**src/rtl/peripheral_spram_req_ctrl_if.sv**
```systemverilog
// Bundle of the request, response and RAM-port signals around peripheral_spram_req_ctrl.
// The slave modport is the controller's view; the master modport is the environment's view.
interface peripheral_spram_req_ctrl_if #(
  parameter int AW = 6,
  parameter int DW = 16
);
  logic          req_valid;
  logic          req_ready;
  logic          req_we;
  logic [1:0]    req_be;
  logic [AW-1:0] req_addr;
  logic [DW-1:0] req_wdata;

  logic          rsp_valid;
  logic          rsp_ready;
  logic [DW-1:0] rsp_rdata;
  logic          rsp_err;

  logic [AW-1:0] ram_addr;
  logic [DW-1:0] ram_din;
  logic          ram_cen;
  logic [1:0]    ram_wen;
  logic [DW-1:0] ram_dout;

  modport slave (
    input  req_valid, req_we, req_be, req_addr, req_wdata,
    input  rsp_ready, ram_dout,
    output req_ready, rsp_valid, rsp_rdata, rsp_err,
    output ram_addr, ram_din, ram_cen, ram_wen
  );

  modport master (
    output req_valid, req_we, req_be, req_addr, req_wdata,
    output rsp_ready, ram_dout,
    input  req_ready, rsp_valid, rsp_rdata, rsp_err,
    input  ram_addr, ram_din, ram_cen, ram_wen
  );
endinterface

```
**src/rtl/peripheral_spram_req_ctrl.sv**
```systemverilog
// Valid/ready front end for a single-port RAM with 1-cycle read latency.
// Read results land in a small response FIFO; out-of-range accesses never reach the RAM.
module peripheral_spram_req_ctrl #(
  parameter int AW        = 6,
  parameter int DW        = 16,
  parameter int MEM_SIZE  = 256,
  parameter int RSP_DEPTH = 2
) (
  input  logic                      ram_clk,
  input  logic                      ram_rst,
  peripheral_spram_req_ctrl_if.slave bus
);
  localparam int WORDS = MEM_SIZE / 2;
  localparam int PW    = (RSP_DEPTH > 1) ? $clog2(RSP_DEPTH) : 1;
  localparam int CW    = $clog2(RSP_DEPTH + 1);
  localparam int OW    = CW + 1;

  logic [DW-1:0] data_mem [RSP_DEPTH];
  logic          err_mem  [RSP_DEPTH];
  logic [PW-1:0] wr_ptr_reg;
  logic [PW-1:0] rd_ptr_reg;
  logic [CW-1:0] count_reg;
  logic          pend_reg;
  logic          err_reg;

  logic          acc;
  logic          inr;
  logic          rd_fire;
  logic          wr_fire;
  logic          push;
  logic          pop;
  logic          valid_int;
  logic [OW-1:0] occ;
  logic [OW-1:0] occ_after_pop;
  logic [DW-1:0] push_data;
  logic [1:0]    wen_lane;

  function automatic logic [PW-1:0] ptr_inc(input logic [PW-1:0] p);
    if (p == PW'(RSP_DEPTH - 1)) begin
      return '0;
    end
    return p + PW'(1);
  endfunction

  assign inr = (32'(bus.req_addr) < 32'(WORDS));

  // Ready already accounts for a same-cycle pop, so a full FIFO being drained keeps the stream moving.
  assign valid_int     = !ram_rst && (count_reg != '0);
  assign pop           = valid_int && bus.rsp_ready;
  assign occ           = OW'(count_reg) + OW'(pend_reg);
  assign occ_after_pop = occ - OW'(pop);
  assign bus.req_ready = !ram_rst && (occ_after_pop < OW'(RSP_DEPTH));

  assign acc     = bus.req_valid && bus.req_ready;
  assign rd_fire = acc && !bus.req_we && inr;
  assign wr_fire = acc && bus.req_we && inr && (bus.req_be != 2'b00);

  assign bus.ram_addr = bus.req_addr;
  assign bus.ram_din  = bus.req_wdata;
  assign bus.ram_cen  = !(rd_fire || wr_fire);

  for (genvar gi = 0; gi < 2; gi++) begin : g_lane
    assign wen_lane[gi] = !(wr_fire && bus.req_be[gi]);
  end
  assign bus.ram_wen = wen_lane;

  // An out-of-range read still occupies a response slot, carrying zero data and the error flag.
  assign push      = pend_reg;
  assign push_data = err_reg ? '0 : bus.ram_dout;

  always_ff @(posedge ram_clk) begin
    if (ram_rst) begin
      pend_reg   <= 1'b0;
      err_reg    <= 1'b0;
      wr_ptr_reg <= '0;
      rd_ptr_reg <= '0;
      count_reg  <= '0;
    end else begin
      pend_reg <= acc && !bus.req_we;
      err_reg  <= !inr;
      if (push) begin
        wr_ptr_reg <= ptr_inc(wr_ptr_reg);
      end
      if (pop) begin
        rd_ptr_reg <= ptr_inc(rd_ptr_reg);
      end
      count_reg <= count_reg + CW'(push) - CW'(pop);
    end
  end

  always_ff @(posedge ram_clk) begin
    if (push) begin
      data_mem[wr_ptr_reg] <= push_data;
      err_mem[wr_ptr_reg]  <= err_reg;
    end
  end

  // Head outputs are forced to zero when empty so stale entries never show after a flush.
  assign bus.rsp_valid = valid_int;
  assign bus.rsp_rdata = valid_int ? data_mem[rd_ptr_reg] : '0;
  assign bus.rsp_err   = valid_int ? err_mem[rd_ptr_reg] : 1'b0;
endmodule

```
**src/flat_wrapper.sv**
```systemverilog
// flat-port wrapper written by rule: the top's interface ports become plain ports
module peripheral_spram_req_ctrl_flat 
#(
  parameter int AW        = 6,
  parameter int DW        = 16,
  parameter int MEM_SIZE  = 256,
  parameter int RSP_DEPTH = 2
)
  (ram_clk, ram_rst, bus_req_valid, bus_req_we, bus_req_be, bus_req_addr, bus_req_wdata, bus_rsp_ready, bus_ram_dout, bus_req_ready, bus_rsp_valid, bus_rsp_rdata, bus_rsp_err, bus_ram_addr, bus_ram_din, bus_ram_cen, bus_ram_wen);
  peripheral_spram_req_ctrl_if #(.AW(AW), .DW(DW)) bus_i ();
  input  logic ram_clk;
  input  logic ram_rst;
  input wire logic [$bits(bus_i.req_valid)-1:0] bus_req_valid;
  input wire logic [$bits(bus_i.req_we)-1:0] bus_req_we;
  input wire logic [$bits(bus_i.req_be)-1:0] bus_req_be;
  input wire logic [$bits(bus_i.req_addr)-1:0] bus_req_addr;
  input wire logic [$bits(bus_i.req_wdata)-1:0] bus_req_wdata;
  input wire logic [$bits(bus_i.rsp_ready)-1:0] bus_rsp_ready;
  input wire logic [$bits(bus_i.ram_dout)-1:0] bus_ram_dout;
  output wire logic [$bits(bus_i.req_ready)-1:0] bus_req_ready;
  output wire logic [$bits(bus_i.rsp_valid)-1:0] bus_rsp_valid;
  output wire logic [$bits(bus_i.rsp_rdata)-1:0] bus_rsp_rdata;
  output wire logic [$bits(bus_i.rsp_err)-1:0] bus_rsp_err;
  output wire logic [$bits(bus_i.ram_addr)-1:0] bus_ram_addr;
  output wire logic [$bits(bus_i.ram_din)-1:0] bus_ram_din;
  output wire logic [$bits(bus_i.ram_cen)-1:0] bus_ram_cen;
  output wire logic [$bits(bus_i.ram_wen)-1:0] bus_ram_wen;
  assign bus_i.req_valid = bus_req_valid;
  assign bus_i.req_we = bus_req_we;
  assign bus_i.req_be = bus_req_be;
  assign bus_i.req_addr = bus_req_addr;
  assign bus_i.req_wdata = bus_req_wdata;
  assign bus_i.rsp_ready = bus_rsp_ready;
  assign bus_i.ram_dout = bus_ram_dout;
  assign bus_req_ready = bus_i.req_ready;
  assign bus_rsp_valid = bus_i.rsp_valid;
  assign bus_rsp_rdata = bus_i.rsp_rdata;
  assign bus_rsp_err = bus_i.rsp_err;
  assign bus_ram_addr = bus_i.ram_addr;
  assign bus_ram_din = bus_i.ram_din;
  assign bus_ram_cen = bus_i.ram_cen;
  assign bus_ram_wen = bus_i.ram_wen;
  peripheral_spram_req_ctrl #(.AW(AW), .DW(DW), .MEM_SIZE(MEM_SIZE), .RSP_DEPTH(RSP_DEPTH)) u_core (.ram_clk(ram_clk), .ram_rst(ram_rst), .bus(bus_i));
endmodule
```
**config.mk**
```make
export PLATFORM = sky130hd
export DESIGN_NAME = peripheral_spram_req_ctrl_flat
export DESIGN_NICKNAME = d
export VERILOG_FILES = /design/src/rtl/peripheral_spram_req_ctrl_if.sv /design/src/rtl/peripheral_spram_req_ctrl.sv /design/src/flat_wrapper.sv
export SDC_FILE = /design/constraint.sdc
export NUM_CORES = 1
export LEC_CHECK = 0
export CORE_ASPECT_RATIO = 1.25
export CORE_MARGIN = 2
export CORE_UTILIZATION = 55
export CTS_CLUSTER_SIZE = 16
export DETAILED_ROUTE_END_ITERATION = 7
export DONT_BUFFER_PORTS = 1
export PLACE_DENSITY = 0.71
export SYNTH_ARGS = -nofsm -noshare
export SYNTH_HDL_FRONTEND = slang
export SYNTH_SLANG_ARGS = --single-unit
export TNS_END_PERCENT = 50
```
**constraint.sdc**
```tcl
create_clock -name ram_clk -period 3.6 [get_ports ram_clk]
set_clock_uncertainty 0.15 [all_clocks]
set_input_delay 0.36 -clock ram_clk [delete_from_list [all_inputs] [get_ports ram_clk]]
set_output_delay 0.36 -clock ram_clk [all_outputs]
set_load 0.01 [all_outputs]
```
==> results of run 1 <==
==> cell families (layout without fill, tap and decap cells) <==
| family | Yosys count | after routing | synth area share [%] |
|---|---|---|---|
| flip-flops | 38 | 38 | 63.6 |
| buffers and inverters | 32 | 33 | 12.5 |
| AND/OR/NAND/NOR | 31 | 31 | 8.76 |
| multiplexers | 18 | 18 | 10.6 |
| adder cells (fa/ha/maj) | 3 | 3 | 2.65 |
| XOR/XNOR | 2 | 2 | 1.03 |
| other | 1 | 1 | 0.221 |
| AO/OA/AOI/OAI | 1 | 1 | 0.662 |
==> area by class of cell <==
type | count | area (sq um) | share of cell area [%]
sequential | 38 | 1080 | 59.4
clock buffer | 7 | 65.1 | 3.58
timing repair buffer | 19 | 188 | 10.3
clock inverter | 1 | 3.75 | 0.206
multi-input combinational | 56 | 414 | 22.8
tap | 36 | 45.0 | 2.48
inverter | 6 | 22.5 | 1.24
==> critical path, cell delays in order, from the launching register on <==
cell and delay (ns):
dfxtp_1 0.37, o21bai_4 0.42, nor2_2 0.11, ha_1 0.30, inv_1 0.04, ha_1 0.18, fa_1 0.50, nor4b_2 0.44
nand3_1 0.21
==> stage by stage <==
step	area [sq um]	setup WS (ns)	power (mW)	instances
after floorplan	1700	0.896	0.657	126
after global placement	1560	0.422	0.645	137
after detailed placement	1560	0.328	0.652	137
after CTS	1820	0.177	0.903	163
after global routing	1820	0.0413	0.939	163
final	1820	0.206	0.891	163
==> cells in the mapped netlist, drive strengths merged <==
cell type	count
nor2b	4
nand2	2
ha	2
o21bai	1
nor3	1
xnor2	2
inv	6
nand2b	1
edfxtp	32
and2	1
nor4b	1
mux2i	18
nor2	19
dfxtp	6
nand3	2
fa	1
buf	26
conb	1
==> layer usage <==
metal | vias up | GRT usage, % | share of wire, %
li1 | 403 | - | -
met1 | 422 | 14.3 | 31
met2 | 51 | 30.0 | 54
met3 | 18 | 7.01 | 11
met4 | 0 | 10.3 | 4.0
met5 | - | 0 | 0
==> timing repair <==
action,CTS,global route
setup endpoints to repair,3,0
gates resized for setup,1,0
hold buffers,18,0
hold endpoints to repair,36,0
==> how the worst max path moves through the flow <==
stage | startpoint | endpoint | cells past startpoint
5_1_grt | u_core.count_reg[1] | bus_ram_wen[1] | 8
6_report | u_core.count_reg[1] | bus_ram_wen[1] | 8
3_3_place_gp | u_core.count_reg[1] | bus_ram_wen[1] | 8
3_5_place_dp | u_core.count_reg[1] | bus_ram_wen[1] | 9
4_1_cts | u_core.count_reg[1] | bus_ram_wen[1] | 8
2_1_floorplan | u_core.count_reg[1] | bus_ram_wen[0] | 8
==> report_power, final <==
part | switching (mW) | internal, mW | total (mW)
sequential | 0.0253 | 0.503 | 0.528
clock | 0.119 | 0.112 | 0.231
combinational | 0.0701 | 0.0611 | 0.131
total | 0.214 | 0.676 | 0.891
==> impl_metrics.json, run 1 <==
{
  "yosysSeqAreaShare_pct": 63.6,
  "r2r-end": "u_core.pend_reg",
  "p_leak_nw": 0.615,
  "grt_max_degree": 19,
  "syn-instance-count": 126,
  "max-cap-violations": 0,
  "largest_register_ff_count": 32,
  "final_antenna_net_count": 0,
  "holdPathStages": 2,
  "slew_violations": 0,
  "status": "finished, final reports clean",
  "die_h_um": 66.2,
  "ir_drop_v": 0.000382,
  "drcViolationCount": 0,
  "start_util_pct": 57.7,
  "period_needed_ns": 3.39,
  "setup_viol": 0,
  "ys_warn_count": 0,
  "antenna_found_initial": 0,
  "hold_start": "ram_rst",
  "grt.overflow.total": 0,
  "cts_buffers": 5,
  "grt.total_usage_pct": 16.7,
  "path_clk_slew_ns": 0.10,
  "crit_path_max_fanout": 18,
  "r2r_cells": 8,
  "timing.hold.ws_ns": 0.0836,
  "synth_seq_cells": 38,
  "port_buffers": 0,
  "fp.coreArea_sq_um": 2950,
  "p_per_area_nw_per_um2": 490,
  "gp_congestion": 0.644,
  "yosys.area.top_type": "edfxtp_1",
  "num_rows": 22,
  "nets": 174,
  "critPathRequiredTime_ns": 3.09,
  "final_cell_mix": "edfxtp_1, mux2i_1, nor2_1, dlygate4sd3_1",
  "final_common_cell": "edfxtp_1",
  "reg2reg_slack_ns": 0.87,
  "drt_iter0_drc": 17,
  "max_freq_mhz": 295,
  "synth_area_leaders": "edfxtp_1, mux2i_1, buf_4",
  "wl_um": 2690,
  "layout-drive-gt1-share_pct": 8.66,
  "die_area_sq_um": 3560,
  "n_fill_cell": 244,
  "post_cts_buffers": 0,
  "final_util_pct": 61.8,
  "critPathCaptureType": "output pin",
  "slew_headroom_pct": 40.3,
  "hpwlAfterDp_um": 1750,
  "netlist.area_leader.share_pct": 56.5,
  "path_class": "reg2out",
  "hold_viol_final": 0,
  "grt_pass1_vias": 946,
  "via_count": 894,
  "syn-cell-area_sq_um": 1700,
  "crit_arrival_ns": 2.88,
  "viasPerCell": 5.48,
  "rsz0062_at_grt": "false",
  "hp-class": "in2reg",
  "worst-slew-pin-transition_ns": 0.894,
  "clockBufferDepth": 2,
  "insertedDiodeCount": 0,
  "timing.rr.start": "u_core.count_reg[1]",
  "insertion_delay_ns": 0.32,
  "avgRoutedWirePerCell_um": 16.5,
  "tns_ns": 0,
  "drtPass1Iterations": 4,
  "die_w_um": 53.7,
  "cts.sinks": 38,
  "synthDistinctLibCells": 20,
  "cp-start-kind": "flip-flop",
  "fin_crit_sh_pct": 94.3,
  "syn_to_final_growth_pct": 6.99,
  "syn_nets": 174,
  "synth_area_per_cell_sq_um": 13.5,
  "min_to": "u_core.pend_reg",
  "cts_root_buffer": "clkbuf_4",
  "io_pins": 89,
  "cts-htree-levels": 2,
  "grt_pass1_wl_um": 4080,
  "cts_tree": "yes"
}
Power figures use the tool's default switching activity.
==> inputs of run 2 (changes only) <==
--- a/config.mk
+++ b/config.mk
@@ -12,6 +12,7 @@
 export DETAILED_ROUTE_END_ITERATION = 7
 export DONT_BUFFER_PORTS = 1
 export PLACE_DENSITY = 0.71
+export RECOVER_POWER = 50
 export SYNTH_ARGS = -nofsm -noshare
 export SYNTH_HDL_FRONTEND = slang
 export SYNTH_SLANG_ARGS = --single-unit
==> constraint.sdc (replaced) <==
create_clock -name ram_clk -period 3.2 [get_ports ram_clk]
set_clock_uncertainty 0.15 [all_clocks]
set_input_delay 0.32 -clock ram_clk [delete_from_list [all_inputs] [get_ports ram_clk]]
set_output_delay 0.32 -clock ram_clk [all_outputs]
set_load 0.01 [all_outputs]
==> run 2 against run 1 <==
Against the previous run: cell area down 0.83%; register-to-register slack got worse by 0.09 ns; global-route usage decreased by 0.56 points; cell count unchanged; core utilization decreased by 0.51 points; largest cell class unchanged; combinational power is 18% higher; highest routed layer unchanged; critical endpoint is now bus_ram_wen[0]; sequential power rose by 12%.
==> impl_metrics.json, run 2 (same netlist as run 1, synthesis figures left out) <==
{
  "pre_cts_ws_ns": 0.490,
  "status": "finished, final reports clean",
  "final_cell_mix": "edfxtp_1, mux2i_1, nor2_1, dlygate4sd3_1",
  "rsz0062_at_grt": "false",
  "num_rows": 22,
  "slew_violations": 0,
  "hpwlAfterDp_um": 1740,
  "final_util_pct": 61.3,
  "switching_share_pct": 24.4,
  "final_common_cell": "edfxtp_1",
  "start_util_pct": 57.7,
  "hp-class": "in2reg",
  "slew_headroom_pct": 38.8,
  "cts.sinks": 38,
  "setup_viol": 0,
  "cp_slowest_cell": "fa_1",
  "final_antenna_net_count": 0,
  "io_pins": 89,
  "grt_max_degree": 18,
  "crit_path_max_incr_delay_ns": 0.49,
  "r2r-end": "u_core.pend_reg",
  "power.share.clock_pct": 21.6,
  "cts_tree": "yes",
  "path_delay_family": "adder cells",
  "grt_pass1_wl_um": 3950,
  "power_frac_comb_pct": 16.2,
  "path_clk_slew_ns": 0.09,
  "layout-drive-gt1-share_pct": 7.87,
  "largest_register_ff_count": 32,
  "cts_buffers": 5,
  "fp.coreArea_sq_um": 2950,
  "final_area_sq_um": 1800,
  "hold_viol_final": 0,
  "grt.total_usage_pct": 16.1,
  "timing.rr.start": "u_core.count_reg[1]",
  "path_class": "reg2out",
  "insertion_delay_ns": 0.32,
  "cts-htree-levels": 2,
  "drcViolationCount": 0,
  "drtPass1Iterations": 4,
  "power.total_uw": 955,
  "ir_drop_v": 0.000346,
  "avgRoutedWirePerCell_um": 15.9,
  "antenna_found_initial": 0,
  "die_w_um": 53.7,
  "max_freq_mhz": 330,
  "p_per_area_nw_per_um2": 529,
  "hold_start": "ram_rst",
  "r2r_cells": 8,
  "dp.cells": 138,
  "viasPerCell": 5.47,
  "critPathRequiredTime_ns": 2.73,
  "port_buffers": 0,
  "path_buf_inv": 1,
  "fin_crit_sh_pct": 94.6,
  "insertedDiodeCount": 0,
  "critPathCaptureType": "output pin",
  "die_h_um": 66.2,
  "path_cells": "o21bai_2 > nor2_2 > ha_1 > inv_1 > ha_1 > fa_1 > nor4b_4 > nand3_1",
  "cts_root_buffer": "clkbuf_4",
  "wl_um": 2590,
  "stdcell_count": 163,
  "timing.hold.ws_ns": 0.0349,
  "period_needed_ns": 3.03,
  "crit_top_cell": "ha_1",
  "clockBufferDepth": 2,
  "nets": 175,
  "p_switching_uw": 233,
  "worst-slew-pin-transition_ns": 0.916,
  "drt_iter0_drc": 10,
  "crit_path_max_fanout": 4,
  "place_area_sq_um": 1570,
  "tns_ns": 0,
  "power_frac_seq_pct": 62.2,
  "crit_cells": 8,
  "crit_arrival_ns": 2.56,
  "via_count": 892,
  "holdPathStages": 2,
  "grt_pass1_vias": 916,
  "die_area_sq_um": 3560,
  "cp-start-kind": "flip-flop",
  "min_to": "u_core.pend_reg",
  "timing.final.ws_setup_ns": 0.174,
  "p_leak_nw": 0.609,
  "intPower_uw": 721,
  "max-cap-violations": 0,
  "grt.overflow.total": 0,
  "reg2reg_slack_ns": 0.78,
  "syn_to_final_growth_pct": 6.11,
  "gp_congestion": 0.639
}
## run 2: worst register-to-register path: cells and delay by family (launching register included)
family          cells  cell delay, ns
simple gates        3            0.71
compound gates      1            0.12
flops               1            0.41
buf+inv             1            0.06
fa+ha+maj           3            0.92
## run 2: final cells by class
class | instances | area (sq um)
Timing Repair Buffer | 20 | 195
Clock buffer | 7 | 45.0
Tap cell | 36 | 45.0
Fill cell | 229 | 1140
Multi-Input combinational cell | 56 | 415
Inverter | 6 | 22.5
Sequential cell | 38 | 1080
## run 2: what timing repair did
action / CTS / global route
hold buffers: 18 / 0
buffers inserted: 0 / 0
hold endpoints to repair: 36 / 0
resized for setup: 0 / 1
setup endpoints to repair: 0 / 3
## run 2: metal layers
| layer | track usage [%] | wire length (um) |
|---|---|---|
| met4 | 11.5 | 125 |
| met3 | 7.47 | 265 |
| met2 | 27.0 | 1360 |
| met5 | 0 | 0 |
| met1 | 14.6 | 842 |
## run 2: power groups by stage
stage	Sequential, mW	Clock [mW]	Combinational, mW
6_report	0.594	0.206	0.155
5_1_grt	0.599	0.242	0.172
4_1_cts	0.594	0.217	0.152
3_5_place_dp	0.606	0	0.131
3_3_place_gp	0.603	0	0.126
2_1_floorplan	0.586	0	0.153
## run 2: how the worst max path moves through the flow
stage | startpoint | end | slack [ns]
finish | u_core.count_reg[1] | bus_ram_wen[0] | 0.17
global route | u_core.count_reg[1] | bus_ram_wen[0] | 0.01
CTS | u_core.count_reg[1] | bus_ram_wen[0] | 0.12
floorplan | u_core.count_reg[1] | bus_ram_wen[0] | 0.54
detailed placement | ram_rst | bus_ram_wen[0] | 0.49
global placement | ram_rst | bus_ram_wen[1] | 0.58
